**src/rtl/rank_filter_if.sv**
```systemverilog
// Streaming sample/result bundle for the rank-order filter.
// master drives samples and rank; slave returns ready, result and strobes.
interface rank_filter_if #(
  parameter int W  = 8,
  parameter int P  = 9,
  parameter int RW = $clog2(P)
);
  logic [W-1:0]  DI;
  logic          DSI;
  logic [RW-1:0] RANK_I;
  logic          RDY;
  logic [W-1:0]  DO;
  logic          DSO;
  logic          ERR;

  modport master (output DI, DSI, RANK_I, input RDY, DO, DSO, ERR);
  modport slave  (input DI, DSI, RANK_I, output RDY, DO, DSO, ERR);
endinterface

```
**src/rtl/rank_filter.sv**
```systemverilog
// Streaming rank-order filter: loads a burst of P samples, runs partial bubble
// passes until the requested rank has settled, then emits that element.
module rank_filter #(
  parameter int W  = 8,
  parameter int P  = 9,
  parameter int RW = $clog2(P)
) (
  input  logic         CLK,
  input  logic         RST,
  rank_filter_if.slave bus
);
  localparam int              CW   = $clog2(P + 1);
  localparam int              IW   = $clog2(P);
  localparam logic [CW-1:0]   LAST = CW'(P - 1);
  localparam logic [CW-1:0]   MMAX = CW'(P - 2);

  typedef enum logic [1:0] {IDLE = 2'd0, LOAD = 2'd1, SORT = 2'd2} state_t;

  function automatic logic [RW-1:0] clamp_rank(input logic [RW-1:0] rk);
    logic [RW-1:0] res;
    if (32'(rk) >= 32'(P)) begin
      res = RW'(P - 1);
    end else begin
      res = rk;
    end
    return res;
  endfunction

  state_t        state_r, state_s;
  logic [W-1:0]  arr_r [P];
  logic [CW-1:0] cnt_r, cnt_s;
  logic [CW-1:0] m_r, m_s;
  logic [CW-1:0] idx_r, idx_s;
  logic [RW-1:0] r_r, r_s;
  logic [W-1:0]  do_r, do_s;
  logic          dso_r, dso_s;
  logic          err_r, err_s;
  logic          rdy_r, rdy_s;

  logic          wr_en_s, swp_en_s;
  logic [CW-1:0] wr_addr_s;
  logic [CW-1:0] pend_s, idx1_s, mlim_s;
  logic [W-1:0]  a_lo_s, a_hi_s, res_s;

  // pend_s is one past the last compare index of the current pass; reaching it
  // means the final pass has finished and the result can be read out.
  assign pend_s    = LAST - m_r;
  assign idx1_s    = (idx_r < LAST) ? (idx_r + CW'(1)) : idx_r;
  assign mlim_s    = (CW'(r_r) > MMAX) ? MMAX : CW'(r_r);
  assign wr_addr_s = (state_r == LOAD) ? cnt_r : {CW{1'b0}};
  assign a_lo_s    = arr_r[IW'(idx_r)];
  assign a_hi_s    = arr_r[IW'(idx1_s)];
  assign res_s     = arr_r[IW'(LAST - CW'(r_r))];

  assign bus.RDY = rdy_r;
  assign bus.DO  = do_r;
  assign bus.DSO = dso_r;
  assign bus.ERR = err_r;

  // Next-state, counter and output decode
  always_comb begin
    state_s  = state_r;
    cnt_s    = cnt_r;
    m_s      = m_r;
    idx_s    = idx_r;
    r_s      = r_r;
    do_s     = do_r;
    dso_s    = 1'b0;
    err_s    = 1'b0;
    rdy_s    = rdy_r;
    wr_en_s  = 1'b0;
    swp_en_s = 1'b0;
    case (state_r)
      IDLE: begin
        rdy_s = 1'b1;
        if (bus.DSI) begin
          wr_en_s = 1'b1;
          cnt_s   = CW'(1);
          r_s     = clamp_rank(bus.RANK_I);
          state_s = LOAD;
          rdy_s   = 1'b0;
        end else begin
          state_s = IDLE;
        end
      end
      LOAD: begin
        if (bus.DSI) begin
          wr_en_s = 1'b1;
          cnt_s   = cnt_r + CW'(1);
          if (cnt_r == LAST) begin
            state_s = SORT;
            m_s     = {CW{1'b0}};
            idx_s   = {CW{1'b0}};
          end else begin
            state_s = LOAD;
          end
        end else begin
          // short burst: drop the partial window
          err_s   = 1'b1;
          cnt_s   = {CW{1'b0}};
          state_s = IDLE;
          rdy_s   = 1'b1;
        end
      end
      SORT: begin
        err_s = bus.DSI;
        if (idx_r != pend_s) begin
          swp_en_s = (a_lo_s > a_hi_s);
          if (idx_r == (pend_s - CW'(1))) begin
            if (m_r == mlim_s) begin
              idx_s = idx_r + CW'(1);
            end else begin
              m_s   = m_r + CW'(1);
              idx_s = {CW{1'b0}};
            end
          end else begin
            idx_s = idx_r + CW'(1);
          end
        end else begin
          do_s    = res_s;
          dso_s   = 1'b1;
          state_s = IDLE;
          rdy_s   = 1'b1;
          cnt_s   = {CW{1'b0}};
          m_s     = {CW{1'b0}};
          idx_s   = {CW{1'b0}};
        end
      end
      default: begin
        state_s = IDLE;
        rdy_s   = 1'b1;
        cnt_s   = {CW{1'b0}};
      end
    endcase
  end

  // FSM state register
  always_ff @(posedge CLK) begin
    if (RST) begin
      state_r <= IDLE;
    end else begin
      state_r <= state_s;
    end
  end

  // Counters, latched rank and registered outputs
  always_ff @(posedge CLK) begin
    if (RST) begin
      cnt_r <= {CW{1'b0}};
      m_r   <= {CW{1'b0}};
      idx_r <= {CW{1'b0}};
      r_r   <= {RW{1'b0}};
      do_r  <= {W{1'b0}};
      dso_r <= 1'b0;
      err_r <= 1'b0;
      rdy_r <= 1'b1;
    end else begin
      cnt_r <= cnt_s;
      m_r   <= m_s;
      idx_r <= idx_s;
      r_r   <= r_s;
      do_r  <= do_s;
      dso_r <= dso_s;
      err_r <= err_s;
      rdy_r <= rdy_s;
    end
  end

  // Sample array: burst writes and compare-swap moves; contents need no reset
  always_ff @(posedge CLK) begin
    if (wr_en_s) begin
      arr_r[IW'(wr_addr_s)] <= bus.DI;
    end else if (swp_en_s) begin
      arr_r[IW'(idx_r)]  <= a_hi_s;
      arr_r[IW'(idx1_s)] <= a_lo_s;
    end
  end
endmodule
```
**src/flat_wrapper.sv**
```systemverilog
// flat-port wrapper written by rule: the top's interface ports become plain ports
module rank_filter_flat 
#(
  parameter int W  = 8,
  parameter int P  = 9,
  parameter int RW = $clog2(P)
)
  (CLK, RST, bus_DI, bus_DSI, bus_RANK_I, bus_RDY, bus_DO, bus_DSO, bus_ERR);
  rank_filter_if #(.W(W), .P(P), .RW(RW)) bus_i ();
  input  logic CLK;
  input  logic RST;
  input wire logic [$bits(bus_i.DI)-1:0] bus_DI;
  input wire logic [$bits(bus_i.DSI)-1:0] bus_DSI;
  input wire logic [$bits(bus_i.RANK_I)-1:0] bus_RANK_I;
  output wire logic [$bits(bus_i.RDY)-1:0] bus_RDY;
  output wire logic [$bits(bus_i.DO)-1:0] bus_DO;
  output wire logic [$bits(bus_i.DSO)-1:0] bus_DSO;
  output wire logic [$bits(bus_i.ERR)-1:0] bus_ERR;
  assign bus_i.DI = bus_DI;
  assign bus_i.DSI = bus_DSI;
  assign bus_i.RANK_I = bus_RANK_I;
  assign bus_RDY = bus_i.RDY;
  assign bus_DO = bus_i.DO;
  assign bus_DSO = bus_i.DSO;
  assign bus_ERR = bus_i.ERR;
  rank_filter #(.W(W), .P(P), .RW(RW)) u_core (.CLK(CLK), .RST(RST), .bus(bus_i));
endmodule
```
**config.mk**
```make
export PLATFORM = sky130hd
export DESIGN_NAME = rank_filter_flat
export DESIGN_NICKNAME = d
export VERILOG_FILES = /design/src/rtl/rank_filter_if.sv /design/src/rtl/rank_filter.sv /design/src/flat_wrapper.sv
export SDC_FILE = /design/constraint.sdc
export NUM_CORES = 1
export LEC_CHECK = 0
export ABC_AREA = 1
export BUFFER_PORTS_ARGS = -buffer_cell sky130_fd_sc_hd__buf_2
export CAP_MARGIN = 20
export CORE_MARGIN = 3
export CORE_UTILIZATION = 35
export DETAILED_ROUTE_END_ITERATION = 16
export HOLD_SLACK_MARGIN = 0.03
export PLACE_DENSITY = 0.61
export SKIP_CTS_REPAIR_TIMING = 1
export SLEW_MARGIN = 40
export SYNTH_ARGS = -nofsm -noshare
export SYNTH_HDL_FRONTEND = slang
export SYNTH_SLANG_ARGS = --single-unit
```
**constraint.sdc**
```tcl
create_clock -name CLK -period 10.4 [get_ports CLK]
set_input_delay 1.04 -clock CLK [delete_from_list [all_inputs] [get_ports CLK]]
set_output_delay 1.04 -clock CLK [all_outputs]
set_load 0.02 [all_outputs]
```
# Word-level counts from Yosys, hierarchy flattened
# Memories as Yosys holds them, arrays and structs flattened. A register that Yosys moved wholly into a read port is not among the register bits.
# Cells that the tools add are included.
[word_totals]
regBits = 21
latchBits = 0
mem_bits_rw = 72
rom_bits = 0
input_bits = 15
output_inout_bits = 11
wordCells = 88
mem_count = 1
[memory_table]
columns = ["name", "words", "width", "rd", "rd_clocked_by_memory_dff", "wr", "line_no", "text"]
rows = [
  ["u_core.arr_r", 9, 8, 3, 2, 2, "rank_filter.sv:30", "logic [W-1:0] arr_r [P];"],
]
[op_classes]
addsub = 6
multipliers = 0
n_div = 0
order_cmp = 4
eq_ne = 13
n_shift = 0
muxes = 43
bitwise_logic = 2
n_reduce_logical = 11
[ops]
columns = ["operator", "count"]
rows = [
  ["$mux W4", 18],
  ["$pmux W4 S2", 2],
  ["$mux W1", 15],
  ["$add A4 B1 Y4 const B", 3],
  ["$pmux W4 S3", 1],
  ["$ne A2 B2 Y1 const B", 5],
  ["$eq A4 B4 Y1", 2],
  ["$gt A8 B8 Y1", 1],
  ["$mux W8", 1],
  ["$reduce_and A2 Y1", 4],
  ["$reduce_or A8 Y1", 1],
  ["$sub A4 B4 Y4 const A", 2],
  ["$mux W2", 3],
  ["$ne A3 B3 Y1 const B", 2],
  ["$pmux W2 S3", 1],
  ["$reduce_and A5 Y1", 1],
  ["$eq A4 B4 Y1 const B", 1],
  ["$ge A4 B4 Y1 const B", 1],
  ["$gt A4 B3 Y1 const B", 1],
  ["$lt A4 B4 Y1 const B", 1],
  ["$ne A4 B4 Y1", 1],
  ["$reduce_or A2 Y1", 2],
  ["$sub A4 B1 Y4 const B", 1],
  ["$pmux W1 S3", 1],
  ["other kinds (7)", 8],
]

# Logic depth before layout (Yosys ltp)
# An unclocked memory read counts as a cell.
[depth]
ltp_word = 11
depth_mapped = 28
ltp_nobuf = 26

# Least setup slack after synthesis
# Ideal clock, no wire load.
[synth_path]
path_type = "flip-flop to flip-flop"
startpoint = "reg u_core.idx_r[3]"
endpoint = "mem u_core.arr_r[0][0] (enable)"
setup_ns = 0.329
t_arrival_ns = 3.189
required_time_ns = 10.071
slack_ns = 6.882
stages_incl_launch_ff = 22
n_path_buf = 3
synth_period_minus_slack_ns = 3.518
cell_sequence = "dfxtp_1 > buf_4 > inv_4 > ha_1 > clkbuf_1 > inv_1 > nor2_1 > buf_2 > nand2_1 > nand3_1 > inv_1 > ha_1 > nand2_1 > inv_1 > nand2_1 > nand2_1 > nand2_1 > a21oi_1 > nand2_2 > nor3_4 > inv_2 > nand2_1"
[synth_lines]
columns = ["item", "line_no", "text"]
rows = [
  ["start: declaration", "rank_filter.sv:33", "logic [CW-1:0] idx_r, idx_s;"],
  ["start signal: assignment", "rank_filter.sv:151", "idx_r <= {CW{1'b0}};"],
  ["start signal: assignment", "rank_filter.sv:160", "idx_r <= idx_s;"],
  ["end: declaration", "rank_filter.sv:30", ""],
]

==> results.txt <==
----------------------------------------------------
[Setup path]
  Required time of the critical path ... 10640 ps
  Category of the critical setup timing path ... flip-flop to flip-flop
  CP startpoint kind ... flip-flop
  Largest fanout of any net on the critical path ... 18
  Depth of the worst register-to-register path ... 18
  Setup slack of the worst register-to-register path ... 5450 ps
  Reg2Reg Capture Point ... u_core.arr_r[1][4]$_DFFE_PP_
  Worst Setup End Kind ... flip-flop
  Critical path destination ... u_core.arr_r[1][4]$_DFFE_PP_
  Critical path arrival ... 5190 ps

[Final layout]
  Number of nets in the layout ... 1085
  N_diodes ... 0
  Leading cell type in the layout, fill and taps excluded ... nand2_1
  Highest-count cells in the layout ignoring fill and taps ... nand2_1 (349), nand3_1 (108), inv_1 (94)
  Flip-flop and latch area ... 2820 µm²
  Layout filler cell count ... 2175
  Layout overhead on the synthesized area ... 7.91%
  Share of cells above drive strength 1 ... 9.62%
  Area taken by multi-input logic gates ... 3940 µm²

[Power and ir drop]
  Peak ir drop on the vdd network ... 0.0000826 V
  Net switching power of the design ... 255 µW
  Fraction of power consumed by sequential logic ... 50.3%
  Proportion of power drawn by combinational gates ... 10.1%
  Clock group share of total power ... 39.7%
  Leakage power ... 0.00351 µW
  Switching share of total power ... 28.2%
  Internal Pwr Total ... 649 µW
  Total power density per cell area ... 113 nW/µm²

[Timing]
  Period utilisation layout ... 47.6%
  Endpoints failing setup ... 0
  Final period demand of the worst path ... 4950 ps
  Slew Viols, Final ... 0
  Hold WS ... 514 ps
  Number of hold violations in the final report ... 0
  Final total negative setup slack ... 0 ps
  RSZ-0062 raised after global routing ... no
  Max Clock Skew ... 18.9 ps
  Maximum frequency from static timing analysis ... 202 MHz
  Worst relative slew slack ... 42.7%
  Worst-Margin Slew ... 859 ps

[Placed design]
  Detailed placement HPWL ... 19.0 mm
  IO Port Bufs ... 25
  Routability cong. ... 0.949

[Routing]
  Detail Route met2 WL ... 11.2 mm
  DRC errors left ... 0
  Via-to-Cell Ratio ... 5.56
  Drt first-iter violations ... 1123
  Drt wl/cell ... 19.7 µm
  Met3 routed WL ... 3.19 mm
  Post-detailed-route count of antenna-violating nets ... 0
  Sum of routed wire length over all layers ... 26.2 mm
  Detailed-route via count ... 7389
  DRT Pass-1 Iters ... 6
  Met1 Routed Length ... 11.2 mm
  Uppermost routed layer ... met4

[Logic synthesis]
  Synthesized flop and latch total ... 105
  Ys Warns ... 0
  Post-Syn Area per Cell ... 7.04 µm²
  Count of unique library cells instantiated by Yosys ... 40
  Synthesized instance count ... 1054
  Sequential area share after synthesis ... 38.0%
  Total standard cell area after synthesis ... 7420 µm²
  Share of async-settable or async-resettable flops after synthesis ... 0%
  Parity-gate share of the synthesized area counting xor and xnor cells ... 1.18%
  Top_reg_cell synth ... edfxtp_1
  Share of synthesized cell area in and, or, nand and nor gates ... 34.9%
  Count of flip-flops with a built-in enable after synthesis ... 72
  Compound-cell area share of the yosys netlist ... 14.2%
  Combinational family with the most area after synthesis ... simple AND/OR/NAND/NOR gates
  Adder and majority cell fraction of the synthesized area ... 2.53%
  Nets in the synthesized netlist ... 1084
  Post-synthesis mux area share ... 0.135%

[CTS]
  Root cell of the clock tree ... clkbuf_16
  Number of CTS-inserted buffers ... 9
  Skew-Pair Late Insertion Delay ... 370 ps
  Clock tree from TritonCTS ... yes
  Htree depth ... 3
  Number of buffers between clock root and the deepest sink ... 2
  Number of sinks handled by clock tree synthesis ... 105
  Clock-pin slew on the worst setup and hold paths ... 90 ps

[Floorplan]
  Initial Utilization ... 36.1%
  Area of the die ... 23000 µm²
  Core region area ... 20600 µm²
  Number of cell rows ... 52
  Overall die height ... 152 µm
  Die Span X ... 152 µm
  Number of top-level design ports ... 26

[Global route]
  Via count of the first global-routing pass ... 6242
  Total congestion overflow after global routing ... 0
  Maximum number of pins on one net before global-route repair ... 64
  Number of antenna violations at the first check in global routing ... 0
  Wire length of the first global-routing pass ... 38.8 mm
  Overall routing resource usage ... 22.7%

[Flow run]
  Reported max-cap violation count ... 0

[Status]
  Result of the run ... finished, final reports clean

[Hold path]
  Startpoint of the tightest hold check path ... u_core.bus.RDY$_SDFFE_PP1P_
  Hold Crit Class ... flip-flop to flip-flop

----------------------------------------------------
==> flip-flops by register name, indices dropped and copies added, names as in the netlist, named ones only <==
register	flops
u_core.state_r	2
u_core.idx_r	4
u_core.r_r	4
u_core.bus.DO	8
u_core.bus.RDY	1
u_core.m_r	4
u_core.arr_r	72
u_core.bus.ERR	1
u_core.cnt_r	4
u_core.bus.DSO	1
==> per-layer routing <==
metal	global-route usage, %	vias to the layer above
li1	-	3505
met1	33.5	3409
met2	33.5	433
met3	4.82	42
met4	6.24	0
met5	0	-
==> final cells by class <==
| class | count | share of cell area [%] |
|---|---|---|
| multi-input cells | 797 | 49.2 |
| flip-flops and latches | 105 | 35.3 |
| inverters | 109 | 5.17 |
| well taps | 270 | 4.22 |
| clock buffers | 9 | 2.81 |
| repair buffers | 33 | 2.31 |
| clock inverters | 7 | 0.985 |
==> power groups by stage <==
stage / logic, µW / registers (µW) / clock network, µW
final: 91.0 / 454 / 359
after CTS: 89.1 / 454 / 365
after floorplan: 59.5 / 462 / 0
after global placement: 88.3 / 464 / 0
after global routing: 99.4 / 455 / 378
after detailed placement: 88.8 / 464 / 0
==> kinds of logic after synthesis <==
group / Yosys count
buffers and inverters: 152
XOR/XNOR: 10
adder cells (fa/ha/maj): 15
multiplexers: 1
AO/OA/AOI/OAI: 190
AND/OR/NAND/NOR: 581
flip-flops: 105
==> cells in the mapped netlist, types with 4 or more instances <==
library cell	count	area share [%]
clkbuf_1	19	0.96
edfxtp_1	72	29
nand2_2	13	1.1
inv_2	7	0.35
buf_2	12	0.81
nand2_1	349	18
a21oi_1	85	5.7
clkinv_1	6	0.30
inv_1	94	4.8
dfxtp_1	33	8.9
nand4_1	9	0.76
buf_4	5	0.51
o211ai_1	32	3.2
or2_2	8	0.67
nor2_2	4	0.34
nand3_4	7	1.7
o21ai_0	64	4.3
xor2_1	7	0.83
nand3_1	108	7.3
ha_1	15	2.5
nor3_1	8	0.54
nor2_1	64	3.2
buf_6	5	0.76
==> critical path, stage by stage, from the launching register on <==
cell	delay [ps]
dfxtp_1	750
inv_1	410
a21oi_1	200
o21ai_0	100
nand3_1	110
nand3_1	70
o21ai_0	100
clkinv_1	450
ha_1	470
nand2_1	60
nor2_1	140
nand2_1	90
nand2_1	60
nand2_1	80
nor2_4	470
buf_4	400
or2_0	600
nand3_1	150
nand2_1	90
==> per-stage QoR <==
stage | instances | worst slack [ps] | utilization [%] | cell area (µm²) | power (µW)
3_3_place_gp | 1314 | 5470 | 37.4 | 7690 | 552
3_5_place_dp | 1314 | 5580 | 37.5 | 7700 | 553
6_report | 1330 | 5450 | 38.9 | 8010 | 904
4_1_cts | 1330 | 5540 | 38.9 | 8010 | 908
2_1_floorplan | 1054 | 6880 | - | 7420 | 521
5_1_grt | 1330 | 5060 | 38.9 | 8010 | 932
==> worst min path at each step <==
stage,to,slack [ps],cells after the start
6_report,u_core.bus.RDY$_SDFFE_PP1P_,510,2
3_5_place_dp,u_core.bus.RDY$_SDFFE_PP1P_,490,2
5_1_grt,u_core.cnt_r[0]$_SDFFE_PP0P_,540,2
2_1_floorplan,u_core.cnt_r[0]$_SDFFE_PP0P_,470,2
3_3_place_gp,u_core.cnt_r[0]$_SDFFE_PP0P_,500,2
4_1_cts,u_core.bus.RDY$_SDFFE_PP1P_,510,2
Power figures use the tool's default switching activity.
